### config.mk
export PLATFORM = sky130hd
export DESIGN_NAME = psum_collector
export DESIGN_NICKNAME = d
export VERILOG_FILES = /design/src/rtl/acc_pkg.sv /design/src/rtl/q_add.sv /design/src/rtl/psum_collector.sv
export SDC_FILE = /design/constraint.sdc
export NUM_CORES = 2
export LEC_CHECK = 0
export BUFFER_PORTS_ARGS = -buffer_cell sky130_fd_sc_hd__buf_2
export CAP_MARGIN = 20
export CORE_AREA = 2 2 260 262
export DETAILED_ROUTE_END_ITERATION = 10
export DIE_AREA = 0 0 262 264
export PLACE_DENSITY = 0.85
export SYNTH_ARGS = -nofsm -noshare
export SYNTH_HDL_FRONTEND = slang
export SYNTH_SLANG_ARGS = --single-unit
### constraint.sdc
create_clock -name clk -period 5.9 [get_ports clk]
set_input_delay 0.295 -clock clk [delete_from_list [all_inputs] [get_ports clk]]
set_output_delay 0.295 -clock clk [all_outputs]
set_load 0.02 [all_outputs]
### src/rtl/acc_pkg.sv
`default_nettype none
// +----------------------------------------------------------------------------+
// | acc_pkg : shared Q-format constants and collector state encoding          |
// | Rev 1.0 : initial release                                                  |
// +----------------------------------------------------------------------------+
package acc_pkg;

  localparam int IW = 24;
  localparam int FW = 8;
  localparam int DW = IW + FW;

  localparam logic [DW-1:0] SAT_MAX = {1'b0, {(DW-1){1'b1}}};
  localparam logic [DW-1:0] SAT_MIN = {1'b1, {(DW-1){1'b0}}};

  typedef enum logic [1:0] {
    ACCUM = 2'd0,
    EMIT  = 2'd1,
    TAIL  = 2'd2
  } state_t;

endpackage
`default_nettype wire

### src/rtl/q_add.sv
`default_nettype none
// +----------------------------------------------------------------------------+
// | q_add : W-bit signed adder, wrap-around or saturating at elaboration time |
// | Rev 1.0 : initial release                                                  |
// +----------------------------------------------------------------------------+
module q_add
  import acc_pkg::*;
#(
  parameter int W   = DW,
  parameter bit SAT = 1'b0
) (
  input  logic [W-1:0] i_a,
  input  logic [W-1:0] i_b,
  output logic [W-1:0] o_sum,
  output logic         o_ovf
);

  localparam logic [W-1:0] c_MAX = {1'b0, {(W-1){1'b1}}};
  localparam logic [W-1:0] c_MIN = {1'b1, {(W-1){1'b0}}};

  logic [W-1:0] w_raw;

  assign w_raw = i_a + i_b;
  // Signed overflow: operands agree in sign, result does not.
  assign o_ovf = (i_a[W-1] == i_b[W-1]) && (w_raw[W-1] != i_a[W-1]);

  generate
    if (SAT) begin : g_sat
      assign o_sum = o_ovf ? (i_a[W-1] ? c_MIN : c_MAX) : w_raw;
    end else begin : g_wrap
      assign o_sum = w_raw;
    end
  endgenerate

endmodule
`default_nettype wire

### src/rtl/psum_collector.sv
`default_nettype none
// +----------------------------------------------------------------------------+
// | psum_collector : accumulates PE-row partial sums over kernel rows and     |
// | overlap-adds tile edges. Define PSUM_COLLECTOR_SAT_EN for saturating adds |
// | and the sticky sat_flag_o output.                                          |
// | Rev 1.0 : initial release                                                  |
// +----------------------------------------------------------------------------+
module psum_collector #(
  parameter int IW      = acc_pkg::IW,
  parameter int FW      = acc_pkg::FW,
  parameter int RES_NUM = 9,
  parameter int OUT_NUM = 7,
  parameter int KROWS   = 3
) (
  input  logic                          clk,
  input  logic                          rst_n,
  input  logic                          clr_i,
  input  logic [RES_NUM*(IW+FW)-1:0]    res_i,
  input  logic                          res_valid_i,
  output logic                          res_ready_o,
  input  logic                          tile_first_i,
  input  logic                          tile_last_i,
  output logic [OUT_NUM*(IW+FW)-1:0]    out_o,
  output logic [2:0]                    out_cnt_o,
  output logic                          out_last_o,
  output logic                          out_valid_o,
  input  logic                          out_ready_i
`ifdef PSUM_COLLECTOR_SAT_EN
  ,
  output logic                          sat_flag_o
`endif
);

  import acc_pkg::state_t;
  import acc_pkg::ACCUM;
  import acc_pkg::EMIT;
  import acc_pkg::TAIL;

  localparam int c_DW = IW + FW;
  localparam int c_CW = (KROWS > 1) ? $clog2(KROWS) : 1;
`ifdef PSUM_COLLECTOR_SAT_EN
  localparam bit c_SAT = 1'b1;
`else
  localparam bit c_SAT = 1'b0;
`endif

  state_t             r_state;
  state_t             w_state_nxt;
  logic [c_DW-1:0]    r_acc   [RES_NUM];
  logic [c_DW-1:0]    r_carry [2];
  logic [c_CW-1:0]    r_krow_cnt;
  logic               r_tile_last;

  logic [c_DW-1:0]    w_res       [RES_NUM];
  logic [c_DW-1:0]    w_s         [RES_NUM];
  logic [c_DW-1:0]    w_carry_eff [2];
  logic [c_DW-1:0]    w_edge      [2];
  logic [RES_NUM-1:0] w_acc_ovf;
  logic [1:0]         w_edge_ovf;
  logic               w_accept;
  logic               w_row_end;
  logic               w_out_hs;
  logic               w_first_now;

  assign res_ready_o = (r_state == ACCUM);
  assign w_accept    = res_valid_i && res_ready_o;
  assign w_row_end   = w_accept && (r_krow_cnt == c_CW'(KROWS - 1));
  assign w_out_hs    = out_valid_o && out_ready_i;
  assign w_first_now = (r_krow_cnt == '0) && tile_first_i;

  genvar j;
  generate
    for (j = 0; j < RES_NUM; j++) begin : g_acc_lane
      assign w_res[j] = res_i[j*c_DW +: c_DW];
      q_add #(.W(c_DW), .SAT(c_SAT)) u_add (
        .i_a   (r_acc[j]),
        .i_b   (w_res[j]),
        .o_sum (w_s[j]),
        .o_ovf (w_acc_ovf[j])
      );
    end
    // Single-row kernels see tile_first on the same beat that needs the carry.
    for (j = 0; j < 2; j++) begin : g_edge_lane
      assign w_carry_eff[j] = w_first_now ? '0 : r_carry[j];
      q_add #(.W(c_DW), .SAT(c_SAT)) u_add (
        .i_a   (w_s[j]),
        .i_b   (w_carry_eff[j]),
        .o_sum (w_edge[j]),
        .o_ovf (w_edge_ovf[j])
      );
    end
  endgenerate

  always_comb begin
    w_state_nxt = r_state;
    case (r_state)
      ACCUM:   if (w_row_end) w_state_nxt = EMIT;
      EMIT:    if (w_out_hs)  w_state_nxt = r_tile_last ? TAIL : ACCUM;
      TAIL:    if (w_out_hs)  w_state_nxt = ACCUM;
      default: w_state_nxt = ACCUM;
    endcase
  end

  always_ff @(posedge clk or negedge rst_n) begin
    if (!rst_n) begin
      r_state <= ACCUM;
    end else if (clr_i) begin
      r_state <= ACCUM;
    end else begin
      r_state <= w_state_nxt;
    end
  end

  always_ff @(posedge clk or negedge rst_n) begin
    if (!rst_n) begin
      for (int k = 0; k < RES_NUM; k++) r_acc[k] <= '0;
      r_carry[0]  <= '0;
      r_carry[1]  <= '0;
      r_krow_cnt  <= '0;
      r_tile_last <= 1'b0;
      out_o       <= '0;
      out_cnt_o   <= '0;
      out_last_o  <= 1'b0;
      out_valid_o <= 1'b0;
    end else if (clr_i) begin
      for (int k = 0; k < RES_NUM; k++) r_acc[k] <= '0;
      r_carry[0]  <= '0;
      r_carry[1]  <= '0;
      r_krow_cnt  <= '0;
      r_tile_last <= 1'b0;
      out_o       <= '0;
      out_cnt_o   <= '0;
      out_last_o  <= 1'b0;
      out_valid_o <= 1'b0;
    end else begin
      if (w_row_end) begin
        for (int k = 0; k < RES_NUM; k++) r_acc[k] <= '0;
        r_carry[0]  <= w_s[OUT_NUM];
        r_carry[1]  <= w_s[OUT_NUM+1];
        r_krow_cnt  <= '0;
        r_tile_last <= tile_last_i;
        out_o[0*c_DW +: c_DW] <= w_edge[0];
        out_o[1*c_DW +: c_DW] <= w_edge[1];
        for (int i = 2; i < OUT_NUM; i++) out_o[i*c_DW +: c_DW] <= w_s[i];
        out_cnt_o   <= 3'(OUT_NUM);
        out_last_o  <= 1'b0;
        out_valid_o <= 1'b1;
      end else if (w_accept) begin
        for (int k = 0; k < RES_NUM; k++) r_acc[k] <= w_s[k];
        r_krow_cnt <= r_krow_cnt + c_CW'(1);
        if (w_first_now) begin
          r_carry[0] <= '0;
          r_carry[1] <= '0;
        end
      end

      if (r_state == EMIT && w_out_hs) begin
        if (r_tile_last) begin
          out_o                 <= '0;
          out_o[0*c_DW +: c_DW] <= r_carry[0];
          out_o[1*c_DW +: c_DW] <= r_carry[1];
          out_cnt_o             <= 3'd2;
          out_last_o            <= 1'b1;
        end else begin
          out_valid_o <= 1'b0;
        end
      end

      if (r_state == TAIL && w_out_hs) begin
        r_carry[0]  <= '0;
        r_carry[1]  <= '0;
        out_valid_o <= 1'b0;
      end
    end
  end

`ifdef PSUM_COLLECTOR_SAT_EN
  always_ff @(posedge clk or negedge rst_n) begin
    if (!rst_n) begin
      sat_flag_o <= 1'b0;
    end else if (clr_i) begin
      sat_flag_o <= 1'b0;
    end else if ((w_accept && |w_acc_ovf) || (w_row_end && |w_edge_ovf)) begin
      sat_flag_o <= 1'b1;
    end
  end
`else
  logic w_unused;
  assign w_unused = ^{w_acc_ovf, w_edge_ovf};
`endif

endmodule
`default_nettype wire

Word level (Yosys, flattened, before mapping)
Cells that the tools add are included.
{"block": "word_totals", "regBits": 586, "word_cells": 88}
{"block": "classes", "n_addsub": 12, "n_eq_ne": 6, "n_mux": 38, "reduce_logical": 14}
{"operator": "$mux 224", "count": 4}
{"operator": "$mux 288", "count": 3}
{"operator": "$add 32x32->32", "count": 11}
{"operator": "$mux 64", "count": 5}
{"operator": "$mux 32", "count": 2}
{"operator": "$mux 2", "count": 8}
{"operator": "$mux 3", "count": 4}
{"operator": "$mux 1", "count": 11}
{"operator": "$reduce_bool 4->1", "count": 2}
{"operator": "$logic_and 1x1->1", "count": 6}
{"operator": "$ne 3x3->1 const B", "count": 2}
{"operator": "$pmux 2 s3", "count": 1}
{"operator": "$eq 2x2->1 const B", "count": 2}
{"operator": "$logic_not 2->1", "count": 2}
{"operator": "$ne 3x2->1 const B", "count": 1}
{"operator": "$reduce_and 3->1", "count": 1}
{"operator": "$reduce_bool 3->1", "count": 1}
{"operator": "$add 2x1->2 const B", "count": 1}
{"operator": "$eq 2x1->1 const B", "count": 1}
{"operator": "$reduce_and 2->1", "count": 1}
{"operator": "$reduce_bool 2->1", "count": 1}

Longest topological paths before layout
{"block": "depth", "word_depth": 8, "depth_mapped": 23, "ltp_nobuf": 23}

By module
A second synthesis with hierarchy kept.
{"block": "hier_totals", "cells_unflattened": 4660, "hier_area_um2": 42650.9}
{"module": "psum_collector", "instances": 1, "cells_each": 2013, "area_each_um2": 23427.5, "seq_area_each_um2": 14664.1}
{"module": "q_add (g_acc_lane[3].u_add ...)", "instances": 6, "cells_each": 254, "area_each_um2": 1806.7, "seq_area_each_um2": 0.0}
{"module": "q_add (g_acc_lane[0].u_add ...)", "instances": 3, "cells_each": 231, "area_each_um2": 1664.1, "seq_area_each_um2": 0.0}
{"module": "q_add (g_edge_lane[0].u_add ...)", "instances": 2, "cells_each": 215, "area_each_um2": 1695.4, "seq_area_each_um2": 0.0}

Worst setup path after synthesis
OpenSTA, ideal clock, no wires.
{"block": "synth_timing", "path_kind": "reg2reg", "startpoint": "reg r_acc[256] in the netlist's numbering", "endpoint": "reg out_o[31]", "setup_ns": 0.087, "arrival_ns": 4.712, "required_time_ns": 5.813, "setup_slack_ns": 1.101, "stages_incl_launch_ff": 23, "n_path_buf": 0, "synth_period_minus_slack_ns": 4.799, "path_cell_list": "dfrtp_1 ha_1 fa_1 a211oi_1 o2111ai_2 nand3_2 o31a_4 o21a_4 o21bai_1 a2111oi_2 o41a_1 o21bai_1 a21oi_1 xnor2_1 ha_1 a21oi_1 o21ai_0 a21oi_1 nor2_1 a2111oi_0 o311ai_1 xnor2_1 a211oi_2"}
{"block": "synth_via", "elab_chain_cells": 6}
{"item": "from (decl)", "line_no": "psum_collector.sv:49", "rtl": "logic [c_DW-1:0] r_acc [RES_NUM];"}
{"item": "$add 32x32->32 * (2 in series)", "line_no": "q_add.sv:23", "rtl": "assign w_raw = i_a + i_b;"}
{"item": "$mux 224 *", "line_no": "psum_collector.sv:136", "rtl": "if (w_row_end) begin"}
{"item": "$mux 224", "line_no": "psum_collector.sv:158", "rtl": "if (r_tile_last) begin"}
{"item": "$mux 224 *", "line_no": "psum_collector.sv:157", "rtl": "if (r_state == EMIT && w_out_hs) begin"}
{"item": "$mux 224 *", "line_no": "psum_collector.sv:125", "rtl": "end else if (clr_i) begin"}
{"item": "to (signal, indexed assignment)", "line_no": "psum_collector.sv:142", "rtl": "out_o[0*c_DW +: c_DW] <= w_edge[0];"}
{"item": "to (signal, indexed assignment)", "line_no": "psum_collector.sv:160", "rtl": "out_o[0*c_DW +: c_DW] <= r_carry[0];"}
{"item": "to (signal, indexed assignment)", "line_no": "psum_collector.sv:161", "rtl": "out_o[1*c_DW +: c_DW] <= r_carry[1];"}
{"item": "to (decl)", "line_no": "psum_collector.sv:23", "rtl": "output logic [OUT_NUM*(IW+FW)-1:0] out_o,"}
Mark *: on every way between the ends. The rest lies on a longest branch, timed or not.
A chain may end at the register's enable or synchronous reset.

Final worst setup path
Ends and elaborated chain as after synthesis.

==> metrics <==
WP buf/inv 0; switching portion of total power 0.352; Die Y 264 µm; Critical Path AT 5.79 ns; first-pass GRT wire length 188,000 µm; TritonCTS clock tree done; Placeable Area 66,600 µm²; syn nets 4,838; Final #Nets 5,280; vias 35.5k; P_int 9.15 mW; worst slew pin tran 1.21 ns; Vias/cell 6.33; Critical Path RT 6.41 ns; Worst Hold Class input port to flop; Post-Syn Area 38,800 µm²; area grow syn2layout 15.3%; Tmin final 5.27 ns; Post-synth top cells dfrtp_1 (586), nand2_1 (493), a21oi_1 (419), ha_1 (341), a22o_1 (306); post-route ant nets 0; CP Class flop to flop; GRT Util Overall 0.342; synthesized instance count 4,191; Comb pwr share 0.346; pre-CTS WS 0.482 ns; post-synthesis sequential area ratio 0.378; H-tree depth 3; post-synth cell types 95; CP max FO 7; Pwr Density 316 nW/µm²; top cells by area, synth dfrtp_1 (38%), ha_1 (11%), a22o_1 (6.9%); Post-CTS Setup Bufs 0; clock skew 0.0229 ns; CTS buffer count 69; starting density of the core 0.583; die area 69,200 µm²; Initial DRC Count 3,152; clk_lat worst skew 0.62 ns; Async S/R FF share, synth 1.00; CTS Root Cell clkbuf_16; routed len/inst 21.6 µm; vias in the first global route 34.3k; Setup TNS 0 ns; largest net degree at the start of global routing 194; post-route DRC violation count 0; EDFF count, synth 0; most numerous cell on the critical path a21oi_1; Max IR drop VDD 254 µV; predominant post-synthesis flop cell dfrtp_1; Clock transition at path regs 0.06 ns; max-cap violations 0; antenna violations before repair 61; CTS Buffer Depth 3; Slew Viols, Final 0; Rows 95; Critical Path Max Stage Delay 0.46 ns; CP Launch Type flop; post-synth top area cell dfrtp_1; P_leak 22.6 nW; status finished, final reports clean; CP max stage cell fa_1; Slew HR 0.195; Clock power frac 0.325; Yosys top cell area share 0.378; Final setup violation count 0; Sink Count 586; CP Capture Type flop; critical path's top delay family compound AO/OA/AOI/OAI gates; layout cells sized above 1 0.154; I/O pin total 525; Yosys warning total 0; Fmax 0.190 GHz; Reg power frac 0.329; die width 262 µm; switching power 4.98 mW; DP HPWL 86,200 µm; Seq cells post-synth 586; unrepaired setup endpoints after global routing false; Final Cycle Share 0.894; drt first pass iters 6; Port Buffer Count 524; Fin. Hold Viols 0; Synth Area per Inst 9.26 µm²; final setup margin 0.628 ns; Placer Congestion 0.969; most common cell in the netlist dfrtp_1; Total Routed Length 121,000 µm; GRT overflow 0; critical path, cell by cell ha_1 -> fa_1 -> a211oi_2 -> o2111ai_2 -> nand3_2 -> o31a_4 -> o21a_4 -> o21bai_1 -> a2111oi_2 -> o41a_1 -> o21bai_1 -> a21oi_1 -> xnor2_1 -> ha_1 -> a21oi_1 -> o21ai_0 -> a21oi_1 -> nor2_1 -> a2111oi_1 -> o311ai_1 -> xnor2_1 -> a211oi_2
[layout make-up]
| class | instances | area (µm²) |
|---|---|---|
| Multi-Input combinational cell | 3331 | 23100 |
| Antenna cell | 42 | 105 |
| Clock inverter | 22 | 389 |
| Timing Repair Buffer | 554 | 2950 |
| Fill cell | 5277 | 21800 |
| Clock buffer | 102 | 2040 |
| Tap cell | 873 | 1090 |
| Sequential cell | 586 | 14700 |
| Inverter | 91 | 342 |
[metrics by stage]
stage / total power, mW / util / std cells / hold WS (ns) / instance area, µm²
floorplan: 8.27 / - / 4191 / -0.000591 / 38800
global placement: 9.32 / 0.633 / 5431 / 0.382 / 42100
detailed placement: 9.45 / 0.633 / 5431 / 0.380 / 42100
CTS: 14.1 / 0.670 / 5558 / 0.0164 / 44600
global route: 14.9 / 0.671 / 5588 / 0.0459 / 44700
finish: 14.1 / 0.672 / 5601 / 0.0392 / 44700
[kinds of logic after synthesis]
family | synth area share
simple gates | 0.131
buf+inv | 0.0273
mux | 0.00258
flops | 0.378
compound gates | 0.272
fa+ha+maj | 0.116
xor+xnor | 0.0735
[routing by layer]
metal	vias to the layer above	GRT usage	part of all wire
li1	16396	-	-
met1	17016	0.462	0.41
met2	1598	0.499	0.43
met3	395	0.0962	0.10
met4	46	0.180	0.057
met5	-	0	0.0025
[worst reg2reg max path, stage by stage, from the launching register on]
cell	delay [ns]
dfrtp_1	0.38
ha_1	0.23
fa_1	0.46
a211oi_2	0.28
o2111ai_2	0.21
nand3_2	0.17
o31a_4	0.17
o21a_4	0.17
o21bai_1	0.08
a2111oi_2	0.45
o41a_1	0.30
o21bai_1	0.08
a21oi_1	0.17
xnor2_1	0.17
ha_1	0.33
a21oi_1	0.22
o21ai_0	0.11
a21oi_1	0.23
nor2_1	0.07
a2111oi_1	0.34
o311ai_1	0.18
xnor2_1	0.17
a211oi_2	0.21
[cell usage in the layout (no fill, tap or decap), types with 52 or more instances in the layout]
cell and instances:
dfrtp_1 586, buf_2 523, nand2_1 491, a21oi_1 418, ha_1 341, a22o_1 306
nor2_1 243, xnor2_1 225, o21ai_0 203, a21o_1 148, inv_1 91, xor2_1 91
and2_1 73, clkbuf_16 71, nand3_1 68, a211oi_1 61, nor3_1 60, o21bai_1 52
[path summary, 6_finish.rpt]
check                      startpoint    endpoint  slack (ns)  cells past startpoint
setup reg to reg           r_acc[256]   out_o[31]        0.63                     22
setup / recovery           r_acc[256]   out_o[31]        0.63                     22
max in group asynchronous       rst_n  out_o[147]        4.15                      3
hold / removal             res_i[192]   r_acc[64]        0.04                      3
hold reg to reg            r_state[1]  r_state[0]        0.48                      1
min in group asynchronous       rst_n   r_acc[24]        0.31                      2
[registers in the layout (all words and copies together), names as in the netlist]
register     flops
r_carry         64
r_tile_last      1
r_krow_cnt       2
out_cnt_o        3
out_last_o       1
r_acc          288
out_o          224
r_state          2
out_valid_o      1
[repair_timing]
item                       in CTS  in global routing
gates resized for setup         0                  2
hold buffers                    3                  0
hold endpoints to repair       86                  0
setup endpoints to repair       0                  1
[power groups by stage]
stage / Sequential, mW / Combinational [mW] / Clock, mW
after floorplan: 4.67 / 3.60 / 0
after detailed placement: 4.69 / 4.75 / 0
after global routing: 4.68 / 5.38 / 4.81
after global placement: 4.68 / 4.64 / 0
final: 4.64 / 4.89 / 4.60
after CTS: 4.63 / 4.81 / 4.65
Note: power is estimated with default switching activity, not from simulation.
